File: src/rtl/pwm_pkg.sv
// Shared definitions for the PWM register bank: address map, lock keys,
// lock state encoding and reset values.
package pwm_pkg;

  localparam logic [7:0] ADDR_CTRL      = 8'h00;
  localparam logic [7:0] ADDR_UPD_FORCE = 8'h01;
  localparam logic [7:0] ADDR_STATUS    = 8'h02;
  localparam logic [7:0] ADDR_LOCK      = 8'h03;
  localparam logic [7:0] CORE_BASE      = 8'h10;
  localparam logic [7:0] CH_BASE        = 8'h40;
  localparam logic [7:0] ADDR_SOFT_RST  = 8'hFF;

  // Window of addresses that the write lock protects (besides CTRL/UPD_FORCE)
  localparam logic [7:0] PROT_LO = 8'h10;
  localparam logic [7:0] PROT_HI = 8'h7F;

  localparam logic [7:0] KEY_A = 8'h5A;
  localparam logic [7:0] KEY_B = 8'hA5;

  localparam logic [7:0] DTG_RST = 8'h01;

  typedef enum logic [1:0] {
    LK_UNLOCKED = 2'd0,
    LK_KEY1     = 2'd1,
    LK_LOCKED   = 2'd2,
    LK_UKEY1    = 2'd3
  } lock_state_e;

  function automatic int core_of_ch(input int ch, input int ch_per_core);
    return ch / ch_per_core;
  endfunction

endpackage

File: src/rtl/pwm_regbank_if.sv
// Register-bus interface between the I2C slave and the PWM register bank.
interface pwm_regbank_if #(
  parameter int WIDTH = 16
);
  logic             wr_en_i;
  logic             rd_en_i;
  logic [7:0]       addr_i;
  logic [WIDTH-1:0] wr_data_i;
  logic [WIDTH-1:0] rd_data_o;
  logic             rd_valid_o;
  logic             err_o;

  modport master (
    output wr_en_i, rd_en_i, addr_i, wr_data_i,
    input  rd_data_o, rd_valid_o, err_o
  );

  modport slave (
    input  wr_en_i, rd_en_i, addr_i, wr_data_i,
    output rd_data_o, rd_valid_o, err_o
  );
endinterface

File: src/rtl/pwm_regbank_lock.sv
// Two-key write-lock sequencer. Locking needs 0x5A then 0xA5 on LOCK,
// unlocking needs 0xA5 then 0x5A; an intervening write aborts the sequence.
module pwm_regbank_lock
  import pwm_pkg::*;
#(
  parameter int WIDTH = 16
) (
  input  logic             clk_i,
  input  logic             rst_n_i,
  input  logic             wr_en_i,
  input  logic [7:0]       addr_i,
  input  logic [WIDTH-1:0] wr_data_i,
  output logic             locked_o
);

  lock_state_e state_reg, state_next;
  logic key_wr, is_key_a, is_key_b;

  assign key_wr   = wr_en_i && (addr_i == ADDR_LOCK);
  assign is_key_a = (wr_data_i == WIDTH'(KEY_A));
  assign is_key_b = (wr_data_i == WIDTH'(KEY_B));

  always_ff @(posedge clk_i or negedge rst_n_i) begin
    if (!rst_n_i) state_reg <= LK_UNLOCKED;
    else          state_reg <= state_next;
  end

  always_comb begin
    state_next = state_reg;
    unique case (state_reg)
      LK_UNLOCKED: if (key_wr && is_key_a) state_next = LK_KEY1;
      LK_KEY1: begin
        if (key_wr && is_key_b) state_next = LK_LOCKED;
        else if (wr_en_i)       state_next = LK_UNLOCKED;
      end
      LK_LOCKED:   if (key_wr && is_key_b) state_next = LK_UKEY1;
      LK_UKEY1: begin
        if (key_wr && is_key_a) state_next = LK_UNLOCKED;
        else if (wr_en_i)       state_next = LK_LOCKED;
      end
      default:     state_next = LK_UNLOCKED;
    endcase
  end

  assign locked_o = (state_reg == LK_LOCKED) || (state_reg == LK_UKEY1);

endmodule

File: src/rtl/pwm_regbank.sv
// PWM register bank: preload registers per core/channel, committed to the
// active outputs on each core's update event, with write lock and read path.
module pwm_regbank
  import pwm_pkg::*;
#(
  parameter int WIDTH       = 16,
  parameter int NUM_CORES   = 4,
  parameter int CH_PER_CORE = 2
) (
  input  logic                                   clk_i,
  input  logic                                   rst_n_i,
  pwm_regbank_if.slave                           bus,
  input  logic [NUM_CORES-1:0]                   upd_evt_i,
  output logic                                   sys_soft_rst_n_o,
  output logic [NUM_CORES-1:0]                   cen_o,
  output logic [NUM_CORES*WIDTH-1:0]             psc_o,
  output logic [NUM_CORES*WIDTH-1:0]             arr_o,
  output logic [NUM_CORES*CH_PER_CORE*WIDTH-1:0] cmp_start_o,
  output logic [NUM_CORES*CH_PER_CORE*WIDTH-1:0] cmp_end_o,
  output logic [NUM_CORES*CH_PER_CORE*WIDTH-1:0] cfg_o,
  output logic [NUM_CORES*CH_PER_CORE*8-1:0]     dtg_o
);

  localparam int NUM_CH   = NUM_CORES * CH_PER_CORE;
  localparam int LOCK_BIT = (WIDTH > 15) ? 15 : WIDTH - 1;
  localparam logic [7:0] CORE_END = CORE_BASE + 8'(2 * NUM_CORES);
  localparam logic [7:0] CH_END   = CH_BASE + 8'(4 * NUM_CH);

  logic             locked;
  logic [7:0]       core_off, ch_off;
  logic             core_hit, ch_hit, prot_hit, wr_mapped, rd_mapped, wr_ok;
  logic [NUM_CORES-1:0] cen_reg, pending, pend_set, force_vec, commit;
  logic [NUM_CH-1:0]    ch_set;
  logic [WIDTH-1:0] rd_val;
  logic [WIDTH-1:0] rd_data_reg;
  logic             rd_valid_reg, err_reg, srst_n_reg;

  logic [WIDTH-1:0] psc_pre [NUM_CORES];
  logic [WIDTH-1:0] arr_pre [NUM_CORES];
  logic [WIDTH-1:0] cs_pre  [NUM_CH];
  logic [WIDTH-1:0] ce_pre  [NUM_CH];
  logic [WIDTH-1:0] cfg_pre [NUM_CH];
  logic [7:0]       dtg_pre [NUM_CH];

  pwm_regbank_lock #(.WIDTH(WIDTH)) u_lock (
    .clk_i     (clk_i),
    .rst_n_i   (rst_n_i),
    .wr_en_i   (bus.wr_en_i),
    .addr_i    (bus.addr_i),
    .wr_data_i (bus.wr_data_i),
    .locked_o  (locked)
  );

  assign core_off  = bus.addr_i - CORE_BASE;
  assign ch_off    = bus.addr_i - CH_BASE;
  assign core_hit  = (bus.addr_i >= CORE_BASE) && (bus.addr_i < CORE_END);
  assign ch_hit    = (bus.addr_i >= CH_BASE) && (bus.addr_i < CH_END);
  assign prot_hit  = (bus.addr_i == ADDR_CTRL) || (bus.addr_i == ADDR_UPD_FORCE) ||
                     ((bus.addr_i >= PROT_LO) && (bus.addr_i <= PROT_HI));
  assign wr_mapped = (bus.addr_i == ADDR_CTRL) || (bus.addr_i == ADDR_UPD_FORCE) ||
                     (bus.addr_i == ADDR_LOCK) || (bus.addr_i == ADDR_SOFT_RST) ||
                     core_hit || ch_hit;
  // Write-only registers read back as zero without flagging an error
  assign rd_mapped = wr_mapped || (bus.addr_i == ADDR_STATUS);
  assign wr_ok     = bus.wr_en_i && wr_mapped && !(locked && prot_hit);

  assign force_vec = (wr_ok && bus.addr_i == ADDR_UPD_FORCE) ? bus.wr_data_i[NUM_CORES-1:0] : '0;
  // A stopped core has no update events, so its preload goes live right away
  assign commit    = pending & (upd_evt_i | force_vec | ~cen_reg);

  for (genvar gi = 0; gi < NUM_CORES; gi++) begin : g_core
    logic             sel;
    logic             pending_reg;
    logic [WIDTH-1:0] psc_pre_reg, arr_pre_reg, psc_act_reg, arr_act_reg;

    assign sel          = wr_ok && core_hit && (core_off[7:1] == 7'(gi));
    assign pend_set[gi] = sel || (|ch_set[gi*CH_PER_CORE +: CH_PER_CORE]);

    always_ff @(posedge clk_i or negedge rst_n_i) begin
      if (!rst_n_i) begin
        psc_pre_reg <= '0;
        arr_pre_reg <= '1;
        psc_act_reg <= '0;
        arr_act_reg <= '1;
        pending_reg <= 1'b0;
      end else begin
        if (commit[gi]) begin
          psc_act_reg <= psc_pre_reg;
          arr_act_reg <= arr_pre_reg;
        end
        if (sel && !bus.addr_i[0]) psc_pre_reg <= bus.wr_data_i;
        if (sel && bus.addr_i[0])  arr_pre_reg <= bus.wr_data_i;
        // A fresh write in the commit cycle keeps the core pending
        pending_reg <= pend_set[gi] || (pending_reg && !commit[gi]);
      end
    end

    assign pending[gi]               = pending_reg;
    assign psc_pre[gi]               = psc_pre_reg;
    assign arr_pre[gi]               = arr_pre_reg;
    assign psc_o[gi*WIDTH +: WIDTH]  = psc_act_reg;
    assign arr_o[gi*WIDTH +: WIDTH]  = arr_act_reg;
  end

  for (genvar gi = 0; gi < NUM_CH; gi++) begin : g_ch
    localparam int OWNER = core_of_ch(gi, CH_PER_CORE);
    logic             sel;
    logic [WIDTH-1:0] cs_pre_reg, ce_pre_reg, cfg_pre_reg;
    logic [WIDTH-1:0] cs_act_reg, ce_act_reg, cfg_act_reg;
    logic [7:0]       dtg_pre_reg, dtg_act_reg;

    assign sel        = wr_ok && ch_hit && (ch_off[7:2] == 6'(gi));
    assign ch_set[gi] = sel;

    always_ff @(posedge clk_i or negedge rst_n_i) begin
      if (!rst_n_i) begin
        cs_pre_reg  <= '0;
        ce_pre_reg  <= '0;
        cfg_pre_reg <= '0;
        dtg_pre_reg <= DTG_RST;
        cs_act_reg  <= '0;
        ce_act_reg  <= '0;
        cfg_act_reg <= '0;
        dtg_act_reg <= DTG_RST;
      end else begin
        if (commit[OWNER]) begin
          cs_act_reg  <= cs_pre_reg;
          ce_act_reg  <= ce_pre_reg;
          cfg_act_reg <= cfg_pre_reg;
          dtg_act_reg <= dtg_pre_reg;
        end
        if (sel) begin
          unique case (bus.addr_i[1:0])
            2'd0:    cs_pre_reg  <= bus.wr_data_i;
            2'd1:    ce_pre_reg  <= bus.wr_data_i;
            2'd2:    dtg_pre_reg <= bus.wr_data_i[7:0];
            default: cfg_pre_reg <= bus.wr_data_i;
          endcase
        end
      end
    end

    assign cs_pre[gi]                     = cs_pre_reg;
    assign ce_pre[gi]                     = ce_pre_reg;
    assign cfg_pre[gi]                    = cfg_pre_reg;
    assign dtg_pre[gi]                    = dtg_pre_reg;
    assign cmp_start_o[gi*WIDTH +: WIDTH] = cs_act_reg;
    assign cmp_end_o[gi*WIDTH +: WIDTH]   = ce_act_reg;
    assign cfg_o[gi*WIDTH +: WIDTH]       = cfg_act_reg;
    assign dtg_o[gi*8 +: 8]               = dtg_act_reg;
  end

  always_comb begin
    rd_val = '0;
    if (bus.addr_i == ADDR_CTRL) begin
      rd_val[NUM_CORES-1:0] = cen_reg;
    end else if (bus.addr_i == ADDR_STATUS) begin
      rd_val[NUM_CORES-1:0] = pending;
      rd_val[LOCK_BIT]      = locked;
    end else if (core_hit) begin
      for (int c = 0; c < NUM_CORES; c++) begin
        if (core_off[7:1] == 7'(c)) rd_val = bus.addr_i[0] ? arr_pre[c] : psc_pre[c];
      end
    end else if (ch_hit) begin
      for (int n = 0; n < NUM_CH; n++) begin
        if (ch_off[7:2] == 6'(n)) begin
          unique case (bus.addr_i[1:0])
            2'd0:    rd_val = cs_pre[n];
            2'd1:    rd_val = ce_pre[n];
            2'd2:    rd_val = WIDTH'(dtg_pre[n]);
            default: rd_val = cfg_pre[n];
          endcase
        end
      end
    end
  end

  always_ff @(posedge clk_i or negedge rst_n_i) begin
    if (!rst_n_i) begin
      rd_data_reg  <= '0;
      rd_valid_reg <= 1'b0;
      err_reg      <= 1'b0;
      srst_n_reg   <= 1'b1;
      cen_reg      <= '0;
    end else begin
      rd_valid_reg <= bus.rd_en_i;
      if (bus.rd_en_i) rd_data_reg <= rd_val;
      err_reg      <= (bus.rd_en_i && !rd_mapped) || (bus.wr_en_i && !wr_ok);
      srst_n_reg   <= !(wr_ok && (bus.addr_i == ADDR_SOFT_RST) && bus.wr_data_i[0]);
      if (wr_ok && (bus.addr_i == ADDR_CTRL)) cen_reg <= bus.wr_data_i[NUM_CORES-1:0];
    end
  end

  assign bus.rd_data_o    = rd_data_reg;
  assign bus.rd_valid_o   = rd_valid_reg;
  assign bus.err_o        = err_reg;
  assign sys_soft_rst_n_o = srst_n_reg;
  assign cen_o            = cen_reg;

endmodule

File: src/flat_wrapper.sv
// flat-port wrapper written by rule: the top's interface ports become plain ports
module pwm_regbank_flat import pwm_pkg::*;
#(
  parameter int WIDTH       = 16,
  parameter int NUM_CORES   = 4,
  parameter int CH_PER_CORE = 2
)
  (clk_i, rst_n_i, upd_evt_i, sys_soft_rst_n_o, cen_o, psc_o, arr_o, cmp_start_o, cmp_end_o, cfg_o, dtg_o, bus_wr_en_i, bus_rd_en_i, bus_addr_i, bus_wr_data_i, bus_rd_data_o, bus_rd_valid_o, bus_err_o);
  pwm_regbank_if #(.WIDTH(WIDTH)) bus_i ();
  input  logic clk_i;
  input  logic rst_n_i;
  input  logic [NUM_CORES-1:0] upd_evt_i;
  output logic sys_soft_rst_n_o;
  output logic [NUM_CORES-1:0] cen_o;
  output logic [NUM_CORES*WIDTH-1:0] psc_o;
  output logic [NUM_CORES*WIDTH-1:0] arr_o;
  output logic [NUM_CORES*CH_PER_CORE*WIDTH-1:0] cmp_start_o;
  output logic [NUM_CORES*CH_PER_CORE*WIDTH-1:0] cmp_end_o;
  output logic [NUM_CORES*CH_PER_CORE*WIDTH-1:0] cfg_o;
  output logic [NUM_CORES*CH_PER_CORE*8-1:0] dtg_o;
  input wire logic [$bits(bus_i.wr_en_i)-1:0] bus_wr_en_i;
  input wire logic [$bits(bus_i.rd_en_i)-1:0] bus_rd_en_i;
  input wire logic [$bits(bus_i.addr_i)-1:0] bus_addr_i;
  input wire logic [$bits(bus_i.wr_data_i)-1:0] bus_wr_data_i;
  output wire logic [$bits(bus_i.rd_data_o)-1:0] bus_rd_data_o;
  output wire logic [$bits(bus_i.rd_valid_o)-1:0] bus_rd_valid_o;
  output wire logic [$bits(bus_i.err_o)-1:0] bus_err_o;
  assign bus_i.wr_en_i = bus_wr_en_i;
  assign bus_i.rd_en_i = bus_rd_en_i;
  assign bus_i.addr_i = bus_addr_i;
  assign bus_i.wr_data_i = bus_wr_data_i;
  assign bus_rd_data_o = bus_i.rd_data_o;
  assign bus_rd_valid_o = bus_i.rd_valid_o;
  assign bus_err_o = bus_i.err_o;
  pwm_regbank #(.WIDTH(WIDTH), .NUM_CORES(NUM_CORES), .CH_PER_CORE(CH_PER_CORE)) u_core (.clk_i(clk_i), .rst_n_i(rst_n_i), .bus(bus_i), .upd_evt_i(upd_evt_i), .sys_soft_rst_n_o(sys_soft_rst_n_o), .cen_o(cen_o), .psc_o(psc_o), .arr_o(arr_o), .cmp_start_o(cmp_start_o), .cmp_end_o(cmp_end_o), .cfg_o(cfg_o), .dtg_o(dtg_o));
endmodule
File: config.mk
export PLATFORM = sky130hd
export DESIGN_NAME = pwm_regbank_flat
export DESIGN_NICKNAME = d
export VERILOG_FILES = /design/src/rtl/pwm_pkg.sv /design/src/rtl/pwm_regbank_if.sv /design/src/rtl/pwm_regbank_lock.sv /design/src/rtl/pwm_regbank.sv /design/src/flat_wrapper.sv
export SDC_FILE = /design/constraint.sdc
export NUM_CORES = 2
export LEC_CHECK = 0
export CAP_MARGIN = 0
export CORE_MARGIN = 3
export CORE_UTILIZATION = 60
export CTS_BUF_LIST = sky130_fd_sc_hd__clkbuf_4 sky130_fd_sc_hd__clkbuf_8
export CTS_CLUSTER_SIZE = 16
export DETAILED_ROUTE_END_ITERATION = 12
export DONT_BUFFER_PORTS = 1
export GPL_ROUTABILITY_DRIVEN = 0
export PLACE_DENSITY_LB_ADDON = 0.2
export SETUP_SLACK_MARGIN = 0.2
export SLEW_MARGIN = 20
export SYNTH_ARGS = -nofsm -noshare
export SYNTH_HDL_FRONTEND = slang
export SYNTH_HIERARCHICAL = 1
export SYNTH_SLANG_ARGS = --single-unit
File: constraint.sdc
create_clock -name clk_i -period 4.8 [get_ports clk_i]
set_input_delay 0.96 -clock clk_i [delete_from_list [all_inputs] [get_ports clk_i]]
set_output_delay 0.96 -clock clk_i [all_outputs]
set_load 0.01 [all_outputs]
==> impl_metrics.csv <==
group,metric,value,unit
status,status,"completed",
timing,tightest_slew,1230,ps
detailed_routing,ant_nets,0,
place,hpwl,100000,um
grt,gr-total-overflow,0,
synthesis,ys_seq_area_frac,0.584,
clock_network,insertion_delay,890,ps
grt,grtUsageTotal,0.345,
die,io_pins,631,
critical_path,cp_cell_sequence,"nor4_1 -> a21oi_1 -> nand2b_1 -> nor3_2 -> nand2_1 -> mux2_2",
finish,register_area,29700,sq um
hold_path,min-delay-path-class,"in2async",
synthesis,synth-edff-count,0,
pwr,p_total,0.0198,W
finish,layout.nets,3349,
clock_network,cts_buffers,185,
finish,most-common-layout-cells,"dfrtp_1 (1036), mux2_2 (918), clkbuf_8 (254)",
critical_path,crit_type,"in2reg",
detailed_routing,wire_per_inst,33.4,um
critical_path,worstPathMaxFanout,208,
pwr,swShare,0.221,
timing,finalMaxSlewViolations,0,
pwr,peakVddDrop,314,uV
run,max_cap_viol_count,0,
synthesis,synthFlopType,"dfrtp_1",
finish,syn_to_final_growth,10.1,%
detailed_routing,drc_errors,0,
synthesis,syn_inst,3304,
die,row_count,106,
detailed_routing,via_per_inst,6.43,
critical_path,r2r_end,"u_core/g_core[0].psc_act_reg[4]$_DFFE_PN0P_",
clock_network,numClockSinks,1181,
detailed_routing,drt_iter0_markers,2635,
grt,antenna_found_initial,4,
critical_path,cp.arrival,4010,ps
timing,finClkSkew,47.7,ps
finish,multi_input_area,19900,sq um
pwr,powerDensity,353,nW/um^2
finish,drive_above_1_share,0.525,
synthesis,synth_warnings,6,
clock_network,htreeDepth,4,
critical_path,required,5540,ps
synthesis,syn-num-nets,3340,
critical_path,worstSetupEndpointType,"flip-flop",
critical_path,r2r_cells,6,
clock_network,cts-resized-gates,0,
pwr,leakagePower,27.9,nW
die,start_util,0.607,
pwr,pwr-share-clk,0.466,
critical_path,r2r-start,"u_core/u_lock/state_reg[1]$_DFFE_PN0P_",
timing,finalHoldViolations,0,
pwr,p_int,0.0154,W
grt,first_global_vias,30800,
timing,period_needed,3280,ps
timing,finalCritPeriodShare,0.683,
synthesis,synth_cell_types,67,
detailed_routing,firstDrtPassIters,6,
clock_network,clk_pin_slew,60,ps
place,portBuffers,0,
synthesis,synth_area,50900,sq um
critical_path,reg2reg_slack,2000,ps
die,die_h,297,um
timing,grt_setup_unrepaired,"no",
grt,grt_first_pass_wirelength,222000,um
timing,timing.hold.ws,79.0,ps
critical_path,cp-endpoint,"u_core/g_core[0].psc_pre_reg[15]$_DFFE_PN0P_",
synthesis,avgSynthCellArea,15.4,sq um
clock_network,postCtsSetupBuffers,0,
detailed_routing,postRouteWirelength,154000,um
grt,grt_max_degree,1182,
clock_network,cts_buffer_depth,3,
critical_path,slowest_delay,680,ps
critical_path,crit_path_start_kind,"primary input",
finish,final_common_cell,"dfrtp_1",
timing,setup-tns-final,0,ps
die,core,83800,sq um
pwr,seqPwrFrac,0.510,
pwr,pwr-share-comb,0.024,
pwr,switchingPower,0.00437,W
critical_path,crit_start,"bus_addr_i[0]",
critical_path,slowest_stage,"nand2_1",
die,die_w,297,um
clock_network,root_buffer,"clkbuf_8",
synthesis,yosys_register_bits,1181,
synthesis,async_reset_ff_frac,1.00,
detailed_routing,via_count,29600,
clock_network,cts_tree,"yes",
finish,fillerInstances,5823,
timing,finalSetupViolations,0,
die,fp.dieArea,88400,sq um
timing,relSlewSlack,0.180,
timing,clock.fmax,0.305,GHz
==> worst min-delay path by stage <==
stage	endpoint	slack (ps)	cells past startpoint
2_1_floorplan	u_core/u_lock/state_reg[0]$_DFFE_PN0P_	460	1
3_3_place_gp	u_core/u_lock/state_reg[0]$_DFFE_PN0P_	480	1
3_5_place_dp	u_core/u_lock/state_reg[0]$_DFFE_PN0P_	500	1
4_1_cts	u_core/g_ch[4].ce_act_reg[0]$_DFFE_PN0P_	-230	0
5_1_grt	u_core/bus.rd_valid_o$_DFF_PN0_	80	0
6_report	u_core/g_ch[4].cs_pre_reg[1]$_DFFE_PN0P_	80	1
==> synthesized netlist by cell type, types with 28 or more instances <==
| master | n | area share |
|---|---|---|
| buf_6 | 28 | 0.0062 |
| mux2i_1 | 98 | 0.019 |
| nor2_1 | 75 | 0.0055 |
| mux2_4 | 240 | 0.071 |
| dfrtp_1 | 1036 | 0.51 |
| mux2_2 | 918 | 0.20 |
| mux4_2 | 75 | 0.033 |
| nand2_1 | 54 | 0.0040 |
| o21ai_0 | 55 | 0.0054 |
| clkbuf_1 | 112 | 0.0083 |
| dfstp_2 | 145 | 0.075 |
| o2bb2ai_1 | 31 | 0.0053 |
| a21oi_1 | 50 | 0.0049 |
| buf_2 | 88 | 0.0087 |
==> metrics by stage <==
step	worst slack [ps]	cells	area [sq um]	util
final	1520	4605	56000	0.668
after global routing	1580	4600	56000	0.668
after CTS	1750	4591	55800	0.666
after detailed placement	799	4252	51600	0.616
after global placement	837	4252	51600	0.616
after floorplan	1560	3304	50900	-
==> layer usage <==
metal  share of wire  GRT usage  routed length [um]  up-vias
li1                -          -                   -    12100
met1            0.39      0.442               60600    15900
met2            0.47      0.536               72100     1317
met3           0.091      0.118               14000      301
met4           0.046      0.153                7140        0
met5               0          0                   0        -
==> critical path, delay by kind of cell <==
kind,cells,cell delay [ps]
and+or+nand+nor,4,2120
muxes,1,530
AOI/OAI and AO/OA,1,140
==> cell type report <==
class | count | area share
flip-flops and latches | 1181 | 0.531
multi-input cells | 1866 | 0.355
clock buffers | 312 | 0.0702
well taps | 1134 | 0.0253
repair buffers | 63 | 0.0130
clock inverters | 27 | 0.00406
inverters | 16 | 0.00107
diodes | 6 | 0.000268
==> kinds of logic (layout without fill, tap and decap cells) <==
family                     after synthesis  after routing  synth area share
other                                    0              6                 0
buffers and inverters                  257            418            0.0254
AOI/OAI and AO/OA                      254            254            0.0337
DFF                                   1181           1181             0.584
xor gates and xnor gates                 1              1          0.000172
muxes                                 1341           1341             0.329
and+or+nand+nor                        266            266            0.0270
adders and majority gates                4              4          0.000983
==> power groups by stage <==
stage               sequential, W  combinational, W  clock, W
finish                     0.0101          0.000469   0.00921
floorplan                  0.0102          0.000305         0
global route               0.0101          0.000512   0.00982
global placement           0.0103          0.000254         0
CTS                        0.0101          0.000261   0.00934
detailed placement         0.0103          0.000259         0
No activity file was read; power rests on OpenSTA's default activity.
